`config.mk`:
```
export PLATFORM = sky130hd
export DESIGN_NAME = multi_lane_inverter_pipe
export DESIGN_NICKNAME = d
export VERILOG_FILES = /design/src/rtl/multi_lane_inverter_pkg.sv /design/src/rtl/multi_lane_inverter_pipe_skid.sv /design/src/rtl/multi_lane_inverter_pipe.sv
export SDC_FILE = /design/constraint.sdc
export NUM_CORES = 1
export LEC_CHECK = 0
export BUFFER_PORTS_ARGS = -buffer_cell sky130_fd_sc_hd__buf_2
export CAP_MARGIN = 20
export CORE_ASPECT_RATIO = 1.75
export CORE_MARGIN = 2
export CORE_UTILIZATION = 55
export CTS_CLUSTER_SIZE = 12
export DETAILED_ROUTE_END_ITERATION = 10
export PLACE_DENSITY = 0.81
export SKIP_LAST_GASP = 1
export SLEW_MARGIN = 30
export SYNTH_ARGS = -nofsm -noshare
export SYNTH_HDL_FRONTEND = slang
export SYNTH_SLANG_ARGS = --single-unit
```
`constraint.sdc`:
```
create_clock -name clk -period 3.07 [get_ports clk]
set_input_delay 0 -clock clk [delete_from_list [all_inputs] [get_ports clk]]
set_output_delay 0 -clock clk [all_outputs]
set_load 0.05 [all_outputs]
```
`src/rtl/multi_lane_inverter_pkg.sv`:
```
// Shared mode codes, default geometry and lane parity helper for multi_lane_inverter_pipe.
package multi_lane_inverter_pkg;

    localparam int unsigned DEF_WIDTH = 8;
    localparam int unsigned DEF_LANES = 4;

    localparam logic [1:0] MODE_PASS = 2'b00;
    localparam logic [1:0] MODE_MASK = 2'b01;
    localparam logic [1:0] MODE_ALL  = 2'b10;
    localparam logic [1:0] MODE_ALT  = 2'b11;

    // Lanes are zero-extended to 64 bits by the caller; zero padding leaves XOR parity unchanged.
    function automatic logic lane_parity(input logic [63:0] v);
        return ^v;
    endfunction

endpackage

```
`src/rtl/multi_lane_inverter_pipe_skid.sv`:
```
// inv_skid_buf: generic 2-entry FIFO-ordered valid/ready buffer with registered in_ready.
module inv_skid_buf #(
    parameter int unsigned DW = 32
) (
    input  logic          clk,
    input  logic          rst_n,
    input  logic          in_valid,
    output logic          in_ready,
    input  logic [DW-1:0] in_data,
    output logic          out_valid,
    input  logic          out_ready,
    output logic [DW-1:0] out_data
);

    logic [1:0]    cnt_q, cnt_d;
    logic [DW-1:0] ent0_q, ent0_d;
    logic [DW-1:0] ent1_q, ent1_d;
    logic          in_ready_q, in_ready_d;
    logic          push, pop;

    assign in_ready  = in_ready_q;
    assign out_valid = (cnt_q != 2'd0);
    assign out_data  = ent0_q;

    // ent0 is always the head, so out_data comes straight from a flop and holds while stalled.
    always_comb begin
        push       = in_valid & in_ready_q;
        pop        = (cnt_q != 2'd0) & out_ready;
        cnt_d      = cnt_q;
        ent0_d     = ent0_q;
        ent1_d     = ent1_q;
        case (cnt_q)
            2'd0: begin
                if (push) begin
                    ent0_d = in_data;
                    cnt_d  = 2'd1;
                end
            end
            2'd1: begin
                if (push && pop) begin
                    ent0_d = in_data;
                end else if (push) begin
                    ent1_d = in_data;
                    cnt_d  = 2'd2;
                end else if (pop) begin
                    cnt_d  = 2'd0;
                end
            end
            default: begin
                if (pop) begin
                    ent0_d = ent1_q;
                    cnt_d  = 2'd1;
                end
            end
        endcase
        in_ready_d = (cnt_d < 2'd2);
    end

    always_ff @(posedge clk or negedge rst_n) begin
        if (!rst_n) begin
            cnt_q      <= '0;
            ent0_q     <= '0;
            ent1_q     <= '0;
            in_ready_q <= 1'b1;
        end else begin
            cnt_q      <= cnt_d;
            ent0_q     <= ent0_d;
            ent1_q     <= ent1_d;
            in_ready_q <= in_ready_d;
        end
    end

endmodule

```
`src/rtl/multi_lane_inverter_pipe.sv`:
```
// Multi-lane selectable inverter with config registers, ALT phase, skid buffer and beat counter.
// Optional per-lane parity output is enabled by defining INV_PARITY_EN.
module multi_lane_inverter_pipe
    import multi_lane_inverter_pkg::*;
#(
    parameter int unsigned WIDTH = DEF_WIDTH,
    parameter int unsigned LANES = DEF_LANES,
    parameter int unsigned CNT_W = 16
) (
    input  logic                   clk,
    input  logic                   rst_n,
    input  logic                   cfg_we,
    input  logic [LANES-1:0]       cfg_mask,
    input  logic [1:0]             cfg_mode,
    input  logic                   in_valid,
    output logic                   in_ready,
    input  logic [LANES*WIDTH-1:0] in_data,
    output logic                   out_valid,
    input  logic                   out_ready,
    output logic [LANES*WIDTH-1:0] out_data,
    output logic [LANES-1:0]       mask_q,
    output logic [1:0]             mode_q,
    output logic [CNT_W-1:0]       beat_cnt
`ifdef INV_PARITY_EN
    ,
    output logic [LANES-1:0]       out_parity
`endif
);

    localparam int unsigned DATA_W = LANES * WIDTH;
`ifdef INV_PARITY_EN
    localparam int unsigned BUF_W = DATA_W + LANES;
`else
    localparam int unsigned BUF_W = DATA_W;
`endif

    logic [LANES-1:0]  mask_d;
    logic [1:0]        mode_d;
    logic              phase_q, phase_d;
    logic [CNT_W-1:0]  beat_cnt_q, beat_cnt_d;
    logic              accept, xfer;
    logic [DATA_W-1:0] proc_data;
    logic [BUF_W-1:0]  buf_in, buf_out;
    logic              inv;

    assign accept   = in_valid & in_ready;
    assign xfer     = out_valid & out_ready;
    assign beat_cnt = beat_cnt_q;

    // Lane operation uses the registered mask/mode, so a beat accepted with cfg_we sees the old config.
    always_comb begin
        proc_data = in_data;
        inv       = 1'b0;
        for (int unsigned i = 0; i < LANES; i++) begin
            case (mode_q)
                MODE_PASS: inv = 1'b0;
                MODE_MASK: inv = mask_q[i];
                MODE_ALL:  inv = 1'b1;
                MODE_ALT:  inv = mask_q[i] & phase_q;
                default:   inv = 1'b0;
            endcase
            proc_data[i*WIDTH +: WIDTH] = in_data[i*WIDTH +: WIDTH] ^ {WIDTH{inv}};
        end
    end

`ifdef INV_PARITY_EN
    logic [LANES-1:0] proc_par;

    always_comb begin
        proc_par = '0;
        for (int unsigned i = 0; i < LANES; i++) begin
            proc_par[i] = lane_parity(64'(proc_data[i*WIDTH +: WIDTH]));
        end
    end

    assign buf_in     = {proc_par, proc_data};
    assign out_data   = buf_out[DATA_W-1:0];
    assign out_parity = buf_out[BUF_W-1:DATA_W];
`else
    assign buf_in   = proc_data;
    assign out_data = buf_out;
`endif

    always_comb begin
        mask_d     = mask_q;
        mode_d     = mode_q;
        phase_d    = phase_q;
        beat_cnt_d = beat_cnt_q;
        if (cfg_we) begin
            mask_d  = cfg_mask;
            mode_d  = cfg_mode;
            phase_d = 1'b0;
        end else if (accept) begin
            phase_d = ~phase_q;
        end
        if (xfer && (beat_cnt_q != '1)) begin
            beat_cnt_d = beat_cnt_q + 1'b1;
        end
    end

    always_ff @(posedge clk or negedge rst_n) begin
        if (!rst_n) begin
            mask_q     <= '0;
            mode_q     <= MODE_PASS;
            phase_q    <= 1'b0;
            beat_cnt_q <= '0;
        end else begin
            mask_q     <= mask_d;
            mode_q     <= mode_d;
            phase_q    <= phase_d;
            beat_cnt_q <= beat_cnt_d;
        end
    end

    inv_skid_buf #(
        .DW (BUF_W)
    ) u_skid (
        .clk       (clk),
        .rst_n     (rst_n),
        .in_valid  (in_valid),
        .in_ready  (in_ready),
        .in_data   (buf_in),
        .out_valid (out_valid),
        .out_ready (out_ready),
        .out_data  (buf_out)
    );

endmodule

```
==> results of run 1 <==
per-stage QoR:
step	util, %	cell area, um2	power, uW	hold WS (ns)
after floorplan	-	4030	3630	-0.296
after global placement	63.3	4550	4120	0.230
after detailed placement	63.4	4550	4200	0.124
after CTS	71.8	5160	5300	0.00145
after global routing	71.8	5160	5580	0.0256
final	71.8	5160	5270	0.00187
worst register-to-register path: cells and delay by family (launching register included):
| family | cells | cell delay, ns |
|---|---|---|
| compound gates | 2 | 0.74 |
| simple gates | 2 | 0.66 |
| flops | 1 | 0.56 |
layout make-up:
class                           instances  area share, %
Inverter                                4          0.291
Clock inverter                          2          0.194
Tap cell                               86           2.09
Clock buffer                           14           5.31
Multi-Input combinational cell        273           32.3
Timing Repair Buffer                  132           16.1
Sequential cell                        90           43.7
state kept, by name (all words and copies together) (netlist names):
signal	cells
u_skid.out_data	32
u_skid.ent1_q	32
mode_q	2
beat_cnt	16
u_skid.in_ready	1
u_skid.cnt_q	2
mask_q	4
phase_q	1
routing by layer:
layer	global-route usage (%)	vias to the layer above
li1	-	1603
met1	29.7	1623
met2	45.8	91
met3	5.54	14
met4	10.1	0
met5	0	-
how the worst min path moves through the flow:
| stage | startpoint | endpoint | slack (ns) |
|---|---|---|---|
| after floorplan | rst_n | beat_cnt[0] | -0.30 |
| after global placement | cfg_mask[0] | mask_q[0] | 0.23 |
| after detailed placement | rst_n | beat_cnt[4] | 0.12 |
| after CTS | in_data[3] | u_skid.ent1_q[3] | 0.001 |
| after global routing | in_data[3] | u_skid.ent1_q[3] | 0.03 |
| final | in_data[3] | u_skid.ent1_q[3] | 0.002 |
cells in the mapped netlist (2+ instances only):
master	n	area, um2
a21oi_2	4	35.0
a21oi_1	67	335
clkbuf_1	11	41.3
buf_2	7	35.0
nor3_1	3	15.0
clkbuf_2	3	15.0
dfrtp_1	89	2230
inv_1	4	15.0
o21ai_0	32	160
nand4_1	4	25.0
xnor2_1	38	333
a31oi_1	2	12.5
a41oi_1	2	17.5
nand3_1	11	55.1
mux2_2	7	78.8
nand2_1	9	33.8
xor2_1	7	61.3
and3_1	35	219
nor2_1	37	139
power by group:
group,internal (uW),leakage (uW),total [uW],switching [uW]
Combinational,618,0.00124,2250,1630
Sequential,1670,0.00108,1970,304
Clock,613,0.000143,1050,437
cell families after synthesis:
kind of cell	share of synthesized area, %
and+or+nand+nor	13.2
DFF	55.9
buffers and inverters	3.10
muxes	2.20
adders and majority gates	0.310
xor gates and xnor gates	9.77
AOI/OAI and AO/OA	15.5
repair_timing:
item                      CTS  global route
hold buffers               32             0
hold endpoints to repair  133             0
resized for setup           0             0
==> flow_summary.json, run 1 <==
{
  "critPathMaxFanout": 33,
  "rsz0062_at_grt": "no",
  "post_cts_buffers": 0,
  "crit_path_start": "u_skid.cnt_q[1]",
  "p_leak_uw": 0.00246,
  "multi_input_area_um2": 1660,
  "ctsLongestPathBuffers": 2,
  "portBuffers": 98,
  "hp-class": "input port to flop",
  "r2r_slack_ns": 0.98,
  "ios": 99,
  "end_kind": "flop",
  "dieWidth_um": 68.7,
  "setup-tns-final_ns": 0,
  "grt_pass1_wl_mm": 15.6,
  "cp_top_family": "compound AO/OA/AOI/OAI gates",
  "core_area_um2": 7180,
  "fin_crit_sh_pct": 68.2,
  "grt_usage_pct": 25.9,
  "worstReg2RegStart": "u_skid.cnt_q[1]",
  "period_minus_slack_ns": 2.09,
  "fillCellCount": 538,
  "cts_buffers": 9,
  "synth_flop_cell": "dfrtp_1",
  "finalSetupViolations": 0,
  "met1_length_mm": 3.49,
  "routedWlPerCell_um": 16.0,
  "final_layout_size_suffix_gt1_share_pct": 25.8,
  "die_y_um": 117,
  "cts_tree": "done",
  "power_density_nw_per_um2": 1020,
  "syn_nets": 434,
  "grt_pass1_vias": 3406,
  "grt_max_degree": 91,
  "highest_layer": "met4",
  "synth_enable_flop_cells": 0,
  "min_delay_path_depth": 3,
  "drtPass1Iterations": 5,
  "wirelength_mm": 9.59,
  "outcome": "finished clean",
  "drv_cap": 0,
  "cts.sinks": 90,
  "fin_ws_ns": 0.975,
  "synth_seq_cells": 90,
  "rr_endpoint": "u_skid.out_data[23]",
  "crit_path_start_kind": "flop",
  "fin_skew_ns": 0.00449,
  "fin_nets": 554,
  "htreeDepth": 3,
  "syn_area_per_cell_um2": 10.3,
  "regArea_um2": 2250,
  "relSlewSlack_pct": 47.2,
  "root_buffer": "clkbuf_16",
  "place_ws_ns": 0.990,
  "initial_core_util_pct": 56.2,
  "drc": 0,
  "endpoint": "u_skid.out_data[23]",
  "insertion_delay_ns": 0.34,
  "die_area_um2": 8060,
  "slowest_stage": "dfrtp_1",
  "cp_cell_sequence": "or2_1 -> a22o_2 -> nand2b_4 -> o21ai_0",
  "cp.arrival_ns": 2.30,
  "cp.buffers_inverters": 0,
  "synth_area_um2": 4030,
  "instances_no_fill": 601,
  "required_ns": 3.27,
  "syn_inst": 390,
  "area_growth_pct": 27.8,
  "final_common_cell": "buf_2",
  "max_stage_delay_ns": 0.56,
  "drt-vias-per-instance": 5.54,
  "met3_length_um": 464,
  "ys_types": 37,
  "synth_warnings": 0,
  "layout_common_cells": "buf_2, dfrtp_1, a21oi_1",
  "ir_drop_uv": 500,
  "route.met2.wl_mm": 5.43,
  "rr_worst_depth": 4,
  "placedCellCount": 553,
  "clkTransAtPathRegs_ns": 0.06,
  "worstMarginPinSlew_ns": 0.792,
  "worstSetupPathDepth": 4,
  "slew_viol_final": 0,
  "fmax_mhz": 477,
  "overflow": 0,
  "async_reset_ff_share_pct": 100,
  "rows": 41,
  "insertedDiodeCount": 0,
  "place_congestion": 0.776,
  "drtIter0Drc": 279,
  "path_class": "flop to flop",
  "hpwl_mm": 6.22,
  "hold_viol": 0,
  "vias": 3331,
  "antenna_found_initial": 0,
  "yosysSeqAreaShare_pct": 55.9,
  "antenna_left": 0
}
No activity file was read; power rests on OpenSTA's default activity.
==> run 2, diff against run 1 <==
--- a/config.mk
+++ b/config.mk
@@ -9,10 +9,10 @@
 export CAP_MARGIN = 20
 export CORE_ASPECT_RATIO = 1.75
 export CORE_MARGIN = 2
-export CORE_UTILIZATION = 55
+export CORE_UTILIZATION = 53
 export CTS_CLUSTER_SIZE = 12
 export DETAILED_ROUTE_END_ITERATION = 10
-export PLACE_DENSITY = 0.81
+export PLACE_DENSITY = 0.78
 export SKIP_LAST_GASP = 1
 export SLEW_MARGIN = 30
 export SYNTH_ARGS = -nofsm -noshare
==> constraint.sdc (replaced) <==
create_clock -name clk -period 2 [get_ports clk]
set_input_delay 0 -clock clk [delete_from_list [all_inputs] [get_ports clk]]
set_output_delay 0 -clock clk [all_outputs]
set_load 0.05 [all_outputs]
==> flow_summary.json, run 2 (synthesized netlist as in run 1, its figures left out) <==
{
  "drtPass1Iterations": 5,
  "power.switching_uw": 3650,
  "overflow": 0,
  "final_common_cell": "buf_2",
  "core_area_um2": 7460,
  "dieWidth_um": 70.0,
  "power.internal_uw": 4420,
  "grt_pass1_wl_mm": 16.6,
  "rsz0062_at_grt": "no",
  "slew_viol_final": 0,
  "crit_path_start_kind": "flop",
  "cts_tree": "done",
  "relSlewSlack_pct": 57.0,
  "ir_drop_uv": 712,
  "required_ns": 2.25,
  "root_buffer": "clkbuf_16",
  "r2r_slack_ns": 0.20,
  "drtIter0Drc": 181,
  "cts_resized": 0,
  "grt_max_degree": 46,
  "antenna_left": 0,
  "antenna_found_initial": 0,
  "place_congestion": 0.840,
  "grt_usage_pct": 25.6,
  "insertedDiodeCount": 0,
  "outcome": "finished clean",
  "worstMarginPinSlew_ns": 0.644,
  "ctsLongestPathBuffers": 2,
  "fin_nets": 562,
  "cts_buffers": 9,
  "htreeDepth": 3,
  "fin_crit_sh_pct": 89.9,
  "portBuffers": 98,
  "vias": 3421,
  "insertion_delay_ns": 0.34,
  "cp.arrival_ns": 2.05,
  "layout_common_cells": "buf_2, dfrtp_1, a21oi_1",
  "finalSetupViolations": 0,
  "grt_pass1_vias": 3508,
  "wirelength_mm": 10.0,
  "power_frac_seq_pct": 37.3,
  "routedWlPerCell_um": 16.4,
  "final_layout_size_suffix_gt1_share_pct": 26.6,
  "fin_skew_ns": 0.00407,
  "end_kind": "flop",
  "power_density_nw_per_um2": 1550,
  "die_area_um2": 8350,
  "ios": 99,
  "initial_core_util_pct": 54.1,
  "pwr-share-clk_pct": 18.8,
  "drc": 0,
  "area_growth_pct": 29.4,
  "comb_power_share_pct": 43.9,
  "drv_cap": 0,
  "cts.sinks": 90,
  "hp-class": "input port to flop",
  "switching_share_pct": 45.2,
  "hold_viol": 0,
  "rows": 42,
  "final_util_pct": 70.0,
  "critPathMaxFanout": 32,
  "fmax_mhz": 556,
  "path_class": "flop to flop",
  "drt-vias-per-instance": 5.60,
  "hpwl_mm": 6.82,
  "p_leak_uw": 0.00249,
  "clkTransAtPathRegs_ns": 0.06,
  "setup-tns-final_ns": 0,
  "period_minus_slack_ns": 1.80,
  "die_y_um": 119
}
==> run 2: critical path: stages, from the launching register on <==
cell and delay, ns:
dfstp_2 0.55, nand2_1 0.12, a22o_1 0.28, buf_4 0.19, nand2b_4 0.30, o21ai_0 0.26
==> run 2: stage by stage <==
| stage | setup WS [ns] | power (uW) | instances | instance area (um2) | hold WS, ns |
|---|---|---|---|---|---|
| after floorplan | 0.126 | 5580 | 390 | 4030 | -0.296 |
| after global placement | 0.290 | 6380 | 563 | 4630 | -0.122 |
| after detailed placement | 0.202 | 6510 | 563 | 4630 | -0.115 |
| after CTS | 0.175 | 8120 | 611 | 5220 | 0.00106 |
| after global routing | 0.0671 | 8520 | 611 | 5220 | 0.0164 |
| final | 0.201 | 8070 | 611 | 5220 | 0.00875 |
==> run 2: final cells by class <==
class                           instances  area (um2)
Tap cell                               88         110
Clock inverter                          3        15.0
Inverter                                4        15.0
Sequential cell                        90        2250
Clock buffer                           13         250
Timing Repair Buffer                  140         913
Multi-Input combinational cell        273        1660
Fill cell                             568        2240
==> run 2: worst paths after layout <==
kind                                     from                  end  cells after the start
setup reg to reg              u_skid.in_ready  u_skid.out_data[12]                      5
hold / removal                    in_data[28]    u_skid.ent1_q[28]                      3
setup / recovery              u_skid.in_ready  u_skid.out_data[12]                      5
min in group asynchronous               rst_n          beat_cnt[1]                      2
max in group asynchronous               rst_n      u_skid.in_ready                      3
hold reg to reg            u_skid.out_data[2]   u_skid.out_data[2]                      2
==> run 2: power groups by stage <==
stage,clock (uW),sequential (uW),combinational [uW]
floorplan,0,4310,1270
global placement,0,2990,3390
detailed placement,0,3030,3480
CTS,1550,3010,3560
global route,1610,3090,3820
finish,1520,3010,3540
==> run 2: what timing repair did <==
action                                 4_1_cts  5_1_grt
buffers inserted                             0        0
hold buffers                                32        0
endpoints found under the hold margin      134        0
==> run 2: routing by layer <==
layer	part of all wire (%)	up-vias	GRT usage, %
li1	-	1615	-
met1	36	1673	28.7
met4	2.8	0	11.5
met5	0	-	0
met3	5.3	23	5.33
met2	56	110	45.8
==> run 3, diff against run 2 <==
--- a/config.mk
+++ b/config.mk
@@ -9,10 +9,11 @@
 export CAP_MARGIN = 20
 export CORE_ASPECT_RATIO = 1.75
 export CORE_MARGIN = 2
-export CORE_UTILIZATION = 53
+export CORE_UTILIZATION = 55
+export CTS_BUF_LIST = sky130_fd_sc_hd__clkbuf_4
 export CTS_CLUSTER_SIZE = 12
 export DETAILED_ROUTE_END_ITERATION = 10
-export PLACE_DENSITY = 0.78
+export PLACE_DENSITY = 0.81
 export SKIP_LAST_GASP = 1
 export SLEW_MARGIN = 30
 export SYNTH_ARGS = -nofsm -noshare
==> flow_summary.json, run 3 (synthesized netlist as in run 1, its figures left out) <==
{
  "vias": 3522,
  "drc": 0,
  "final_common_cell": "buf_2",
  "fin_skew_ns": 0.0101,
  "final_layout_size_suffix_gt1_share_pct": 25.9,
  "max_stage_delay_ns": 0.42,
  "rows": 41,
  "cp.arrival_ns": 2.15,
  "antenna_left": 0,
  "die_y_um": 117,
  "area_growth_pct": 30.2,
  "layout_common_cells": "buf_2, dfrtp_1, a21oi_1",
  "power_density_nw_per_um2": 1470,
  "ctsLongestPathBuffers": 2,
  "cts_resized": 0,
  "ios": 99,
  "drv_cap": 0,
  "required_ns": 2.32,
  "crit_path_start_kind": "flop",
  "hold_viol": 0,
  "insertedDiodeCount": 0,
  "root_buffer": "clkbuf_4",
  "setup-tns-final_ns": 0,
  "whs_ns": 0.0542,
  "cp_cell_sequence": "buf_4 -> inv_1 -> a22o_1 -> nand2b_4 -> o21ai_0",
  "core_area_um2": 7180,
  "fillCellCount": 521,
  "instances_no_fill": 623,
  "grt_pass1_vias": 3543,
  "drtIter0Drc": 315,
  "slowest_stage": "dfrtp_1",
  "end_kind": "flop",
  "placedCellCount": 559,
  "slew_viol_final": 0,
  "grt_pass1_wl_mm": 16.8,
  "routedWlPerCell_um": 16.9,
  "worstMarginPinSlew_ns": 0.674,
  "period_minus_slack_ns": 1.83,
  "portBuffers": 98,
  "critPathMaxFanout": 32,
  "p_leak_uw": 0.00250,
  "grt_max_degree": 66,
  "cts_buffers": 9,
  "fmax_mhz": 545,
  "ir_drop_uv": 908,
  "initial_core_util_pct": 56.2,
  "relSlewSlack_pct": 55.1,
  "die_area_um2": 8060,
  "final_util_pct": 73.2,
  "power_uw": 7720,
  "place_congestion": 0.808,
  "wirelength_mm": 10.5,
  "drtPass1Iterations": 4,
  "fin_crit_sh_pct": 91.7,
  "hp-class": "input port to asynchronous set/reset pin",
  "htreeDepth": 3,
  "grt_usage_pct": 28.3,
  "clkTransAtPathRegs_ns": 0.14,
  "insertion_delay_ns": 0.45,
  "rsz0062_at_grt": "no",
  "overflow": 0,
  "fin_nets": 576,
  "cts_tree": "done",
  "finalSetupViolations": 0,
  "drt-vias-per-instance": 5.65,
  "antenna_found_initial": 0,
  "cts.sinks": 90,
  "path_class": "flop to flop",
  "dieWidth_um": 68.7,
  "hpwl_mm": 6.66,
  "outcome": "finished clean"
}
-- run 3: metal layers --
metal	up-vias	part of all wire [%]	global-route usage (%)
li1	1646	-	-
met1	1711	37	32.5
met2	127	54	47.5
met3	38	4.9	6.79
met4	0	4.0	15.3
met5	-	0	0
-- run 3: area by class of cell --
| cell class | count | area (um2) | share of cell area, % |
|---|---|---|---|
| Inverter | 4 | 15.0 | 0.286 |
| Clock buffer | 10 | 75.1 | 1.43 |
| Tap cell | 86 | 108 | 2.05 |
| Clock inverter | 6 | 81.3 | 1.55 |
| Timing Repair Buffer | 154 | 1060 | 20.1 |
| Multi-Input combinational cell | 273 | 1660 | 31.7 |
| Sequential cell | 90 | 2250 | 42.9 |
-- run 3: timing repair --
action | CTS | global route
hold buffers | 48 | 0
endpoints found under the setup margin | 0 | 0
endpoints found under the hold margin | 163 | 0
buffers inserted | 0 | 0
-- run 3: path summary, 6_finish.rpt --
check / cells after the start / end / slack (ns) / startpoint
hold reg to reg: 2 / u_skid.out_data[28] / 0.50 / u_skid.out_data[28]
hold / removal: 2 / beat_cnt[2] / 0.05 / rst_n
setup / recovery: 5 / u_skid.out_data[7] / 0.17 / u_skid.cnt_q[1]
setup reg to reg: 5 / u_skid.out_data[7] / 0.17 / u_skid.cnt_q[1]
max in group asynchronous: 3 / u_skid.out_data[19] / 1.30 / rst_n
min in group clk: 3 / phase_q / 0.37 / cfg_we
-- run 3: stage by stage --
| stage | area (um2) | setup slack, ns |
|---|---|---|
| 5_1_grt | 5250 | 0.0170 |
| 3_5_place_dp | 4620 | 0.189 |
| 4_1_cts | 5250 | 0.179 |
| 2_1_floorplan | 4030 | 0.126 |
| 3_3_place_gp | 4620 | 0.274 |
| 6_report | 5250 | 0.167 |
-- run 3: worst max-delay path, delay by kind of cell (launching register included) --
kind / cells / cell delay [ns]
buf+inv: 2 / 0.34
flops: 1 / 0.42
simple gates: 1 / 0.40
compound gates: 2 / 0.55
-- run 3: power breakdown --
group	switching [uW]	internal (uW)	total (uW)
clock network	613	513	1130
logic	2570	1020	3590
registers	455	2550	3000
total	3640	4070	7720
